$ cat src/rtl/dd_bus_pkg.sv
// Shared DD fill bus definitions: bus width, word type, and default
// settle time / FIFO depth used by the DD fill receiver and its FIFO.
package dd_bus_pkg;

  localparam int DD_WIDTH      = 7;
  localparam int DD_SETTLE     = 2;
  localparam int DD_FIFO_DEPTH = 4;

  typedef logic [DD_WIDTH-1:0] dd_word_t;

endpackage

$ cat src/rtl/dd_sync_fifo.sv
// Small registered synchronous FIFO, no bypass; head is visible the cycle
// after a push. Push while full is only accepted when a pop happens too.
// Ports: clk, rst (async high), i_push/i_data, i_pop, o_data (head),
//        o_level (exact occupancy), o_full, o_empty.
module dd_sync_fifo #(
  parameter int WIDTH = 7,
  parameter int DEPTH = 4
) (
  input  logic                       clk,
  input  logic                       rst,
  input  logic                       i_push,
  input  logic [WIDTH-1:0]           i_data,
  input  logic                       i_pop,
  output logic [WIDTH-1:0]           o_data,
  output logic [$clog2(DEPTH+1)-1:0] o_level,
  output logic                       o_full,
  output logic                       o_empty
);

  localparam int AW = $clog2(DEPTH);
  localparam int LW = $clog2(DEPTH+1);

  logic [WIDTH-1:0] r_mem [DEPTH];
  logic [AW-1:0]    r_wr;
  logic [AW-1:0]    r_rd;
  logic [LW-1:0]    r_count;

  logic w_push;
  logic w_pop;

  assign o_full  = (r_count == LW'(DEPTH));
  assign o_empty = (r_count == '0);
  assign w_pop   = i_pop & ~o_empty;
  // A pop frees the slot the write lands in, so full+pop still accepts.
  assign w_push  = i_push & (~o_full | w_pop);

  assign o_data  = r_mem[r_rd];
  assign o_level = r_count;

  always_ff @(posedge clk or posedge rst) begin
    if (rst) begin
      for (int i = 0; i < DEPTH; i++) r_mem[i] <= '0;
      r_wr    <= '0;
      r_rd    <= '0;
      r_count <= '0;
    end else begin
      if (w_push) begin
        r_mem[r_wr] <= i_data;
        r_wr        <= r_wr + AW'(1);
      end
      if (w_pop) r_rd <= r_rd + AW'(1);
      if (w_push && !w_pop)
        r_count <= r_count + LW'(1);
      else if (w_pop && !w_push)
        r_count <= r_count - LW'(1);
    end
  end

endmodule

$ cat src/rtl/dd_fill_receiver.sv
// DD fill bus receiver: qualifies DD_EN for SETTLE cycles, captures one
// word per enable assertion into a FIFO, and flags dropped words.
// Ports: CLK, RESET (async high), inDD/DD_EN (bus), OUT_VALID/OUT_DATA/
//        OUT_READY (consumer handshake), LEVEL, OVERFLOW (sticky), CLR_OVF.
module dd_fill_receiver
  import dd_bus_pkg::*;
#(
  parameter int WIDTH  = DD_WIDTH,
  parameter int DEPTH  = DD_FIFO_DEPTH,
  parameter int SETTLE = DD_SETTLE
) (
  input  logic                       CLK,
  input  logic                       RESET,
  input  logic [WIDTH-1:0]           inDD,
  input  logic                       DD_EN,
  output logic                       OUT_VALID,
  output logic [WIDTH-1:0]           OUT_DATA,
  input  logic                       OUT_READY,
  output logic [$clog2(DEPTH+1)-1:0] LEVEL,
  output logic                       OVERFLOW,
  input  logic                       CLR_OVF
);

  localparam int CW = $clog2(SETTLE+1);
  localparam logic [CW-1:0] CAP_AT = CW'(SETTLE-1);
  localparam logic [CW-1:0] SAT    = CW'(SETTLE);

  logic [CW-1:0] r_cnt;
  logic          r_armed;
  logic          r_ovf;

  logic w_capture;
  logic w_full;
  logic w_empty;
  logic w_pop;

  assign w_capture = DD_EN & r_armed & (r_cnt == CAP_AT);
  assign w_pop     = OUT_VALID & OUT_READY;
  assign OUT_VALID = ~w_empty;
  assign OVERFLOW  = r_ovf;

  always_ff @(posedge CLK or posedge RESET) begin
    if (RESET) begin
      r_cnt   <= '0;
      r_armed <= 1'b1;
      r_ovf   <= 1'b0;
    end else begin
      if (!DD_EN) begin
        r_cnt   <= '0;
        r_armed <= 1'b1;
      end else begin
        if (r_armed && r_cnt != SAT) r_cnt <= r_cnt + CW'(1);
        if (w_capture) r_armed <= 1'b0;
      end
      // A drop in the same cycle as a clear keeps the flag set.
      if (w_capture && w_full && !w_pop)
        r_ovf <= 1'b1;
      else if (CLR_OVF)
        r_ovf <= 1'b0;
    end
  end

  dd_sync_fifo #(
    .WIDTH (WIDTH),
    .DEPTH (DEPTH)
  ) u_fifo (
    .clk     (CLK),
    .rst     (RESET),
    .i_push  (w_capture),
    .i_data  (inDD),
    .i_pop   (OUT_READY),
    .o_data  (OUT_DATA),
    .o_level (LEVEL),
    .o_full  (w_full),
    .o_empty (w_empty)
  );

endmodule

$ cat config.mk
export PLATFORM = sky130hd
export DESIGN_NAME = dd_fill_receiver
export DESIGN_NICKNAME = d
export VERILOG_FILES = /design/src/rtl/dd_bus_pkg.sv /design/src/rtl/dd_sync_fifo.sv /design/src/rtl/dd_fill_receiver.sv
export SDC_FILE = /design/constraint.sdc
export NUM_CORES = 1
export LEC_CHECK = 0
export CELL_PAD_IN_SITES_DETAIL_PLACEMENT = 1
export CELL_PAD_IN_SITES_GLOBAL_PLACEMENT = 1
export CORE_MARGIN = 8
export CORE_UTILIZATION = 37
export DETAILED_ROUTE_END_ITERATION = 6
export PLACE_DENSITY = 0.63
export SLEW_MARGIN = 25
export SYNTH_ARGS = -nofsm -noshare
export SYNTH_HDL_FRONTEND = slang
export SYNTH_HIERARCHICAL = 1
export SYNTH_SLANG_ARGS = --single-unit
$ cat constraint.sdc
create_clock -name CLK -period 2.94 [get_ports CLK]
set_input_delay 0.441 -clock CLK [delete_from_list [all_inputs] [get_ports CLK]]
set_output_delay 0.441 -clock CLK [all_outputs]
set_load 0.1 [all_outputs]
==> metrics.csv <==
metric,value,unit
Initial Utilization,38.67,%
row cnt,25,
largest net degree at the start of global routing,36,
Max H-tree Level,2,
"commonest non-fill, non-tap cell in the layout",dfrtp_1,
ant diodes,0,
Final GP Congestion,0.6860,
CP arrival,2570,ps
max-cap violation count,0,
clock period minus worst slack,2355,ps
CTS resizes,0,
Compound-Gate Fraction of Synth Area,1.082,%
Yosys reg bits,39,
Fin. Hold Viols,0,
pre-CTS WS,269.4,ps
Ys Warns,6,
Syn Nets,147,
CTS tree,built,
RSZ-0062 raised after global routing,no,
synth unique cells,26,
DR vias/cell,4.835,
layout filler cell count,493,
"Hold-fix buffers, CTS",0,
fraction of layout cells with a size suffix above 1,41.40,%
total grt overflow,0,
Netlist Area Pre-Place,1851,um^2
post-synthesis mux area share,26.77,%
DRC viols,0,
later-pin clock latency in the skew report,280,ps
area share of fa/ha/maj cells after synthesis,5.815,%
sequential-to-total area share from yosys stat,52.81,%
Worst-Margin Slew,512.6,ps
die footprint,7520,um^2
Post-Synth XOR/XNOR Area,3.313,%
"Avg Cell Area, Syn",14.57,um^2
Mapped Cells,127,
Clock Tree Buf Depth,2,
CORE AREA,4786,um^2
count of pins over their slew limit,0,
final period utilization,80.11,%
area grow syn2layout,20.69,%
Routed wire per std cell,16.60,um
CP Class,in -> reg,
nets@finish,176,
worst-path fanout max,6,
Pre-antenna DRT Iters,3,
largest family of logic cells by synthesized area,multiplexers,
clk sinks,39,
slew margin rel.,65.83,%
total CTS buffers,5,
crit path launch type,input pin,
highest clock rate,424.6,MHz
DP Wirelength,2776,um
# IOs,24,
cell chosen for the clock root,clkbuf_8,
"Worst Setup Slack, final",584.9,ps
Setup TNS,0,ps
Hold Crit Class,in -> async,
worst-case clock skew,4.613,ps
Critical Path RT,3150,ps
Post-Synth Simple-Gate Area,7.708,%
setup bufs post-CTS,0,
Routed Antenna Nets,0,
Port Buffers,23,
initial DRC count,30,
drt total wl,3719,um
clock slew at reported path FFs,70,ps
GRT Overall Usage,10.61,%
most frequent cells in the layout,"dfrtp_1 (38), mux2_2 (30), buf_4 (13)",
initial antenna violation count,0,
crit end category,flip-flop,
vias in the first global route,1243,
status,finished clean,
final setup vio count,0,
Die Height,86.72,um
via count,1083,
Die W,86.72,um
global-route wire length before repair,6258,um
==> cell usage after synthesis <==
cell / instances / area, um^2
and2_1: 1 / 6.260
and3_2: 1 / 7.510
buf_2: 1 / 5.000
clkbuf_1: 1 / 3.750
dfrtp_1: 38 / 950.9
dfstp_2: 1 / 26.28
fa_1: 1 / 20.02
ha_1: 7 / 87.58
inv_1: 10 / 37.54
mux2_2: 30 / 337.8
mux4_2: 7 / 157.7
nand2_1: 5 / 18.77
nand2b_1: 2 / 12.51
nand3_1: 1 / 5.000
nand3b_1: 1 / 7.510
nor2_1: 1 / 3.750
nor2_2: 4 / 25.02
nor2b_1: 1 / 6.260
nor2b_4: 1 / 13.76
nor3_1: 1 / 5.000
nor3b_1: 1 / 7.510
nor4b_4: 1 / 23.77
o211a_1: 1 / 10.01
o21ai_0: 2 / 10.01
xnor2_1: 5 / 43.79
xor2_1: 2 / 17.52
==> worst paths after layout <==
kind / startpoint / endpoint / slack [ps] / depth (start not counted)
setup / recovery: DD_EN / u_fifo/o_level[2] / 580 / 9
hold / removal: RESET / OVERFLOW / 370 / 2
setup reg to reg: r_cnt[1] / u_fifo/o_level[2] / 650 / 10
hold reg to reg: u_fifo/r_mem[2] / u_fifo/r_mem[2] / 500 / 1
max in group asynchronous: RESET / u_fifo/r_mem[10] / 2030 / 3
min in group CLK: u_fifo/r_mem[2] / u_fifo/r_mem[2] / 500 / 1
==> state kept, by name (all words and copies together) (netlist names) <==
signal          flops
r_cnt               2
r_armed             1
u_fifo/r_wr         2
u_fifo/r_mem       28
u_fifo/r_rd         2
OVERFLOW            1
u_fifo/o_level      3
==> layout make-up <==
| class | instances | area, um^2 | share of cell area [%] |
|---|---|---|---|
| Timing Repair Buffer | 24 | 207.7 | 9.300 |
| Inverter | 10 | 37.54 | 1.681 |
| Multi-Input combinational cell | 76 | 827.0 | 37.03 |
| Tap cell | 67 | 83.83 | 3.754 |
| Clock buffer | 8 | 100.1 | 4.482 |
| Sequential cell | 39 | 977.2 | 43.75 |
==> cell families (layout without fill, tap and decap cells) <==
logic type / count (synthesis) / in the layout
buf+inv: 12 / 42
simple gates: 21 / 21
mux: 37 / 37
flops: 39 / 39
compound gates: 3 / 3
xor+xnor: 7 / 7
fa+ha+maj: 8 / 8
==> worst max-delay path, cell delays in order <==
cell	delay (ps)
clkdlybuf4s50_1	510
and3_2	250
nor2b_1	290
ha_1	240
inv_1	60
fa_1	370
xor2_1	150
nor2_1	110
xor2_1	150
==> routing by layer <==
metal  part of all wire, %  wire, um  track usage [%]
met4                  0.43        16            2.347
met3                   4.3       159            3.403
met2                    53      1964            18.06
met1                    42      1578            12.65
met5                     0         0                0
==> metrics by stage <==
step                std cells  hold WS, ps  instance area (um^2)  util, %
floorplan                 127        206.4                  1851        -
global placement          216        481.3                  2133    44.58
detailed placement        216        490.2                  2133    44.58
CTS                       224        367.3                  2233    46.67
global route              224        379.8                  2233    46.67
finish                    224        370.0                  2233    46.67
Power is left out: the tool's default activity adds up to more than one toggle a clock period on the data nets, which glitch-free logic cannot reach.
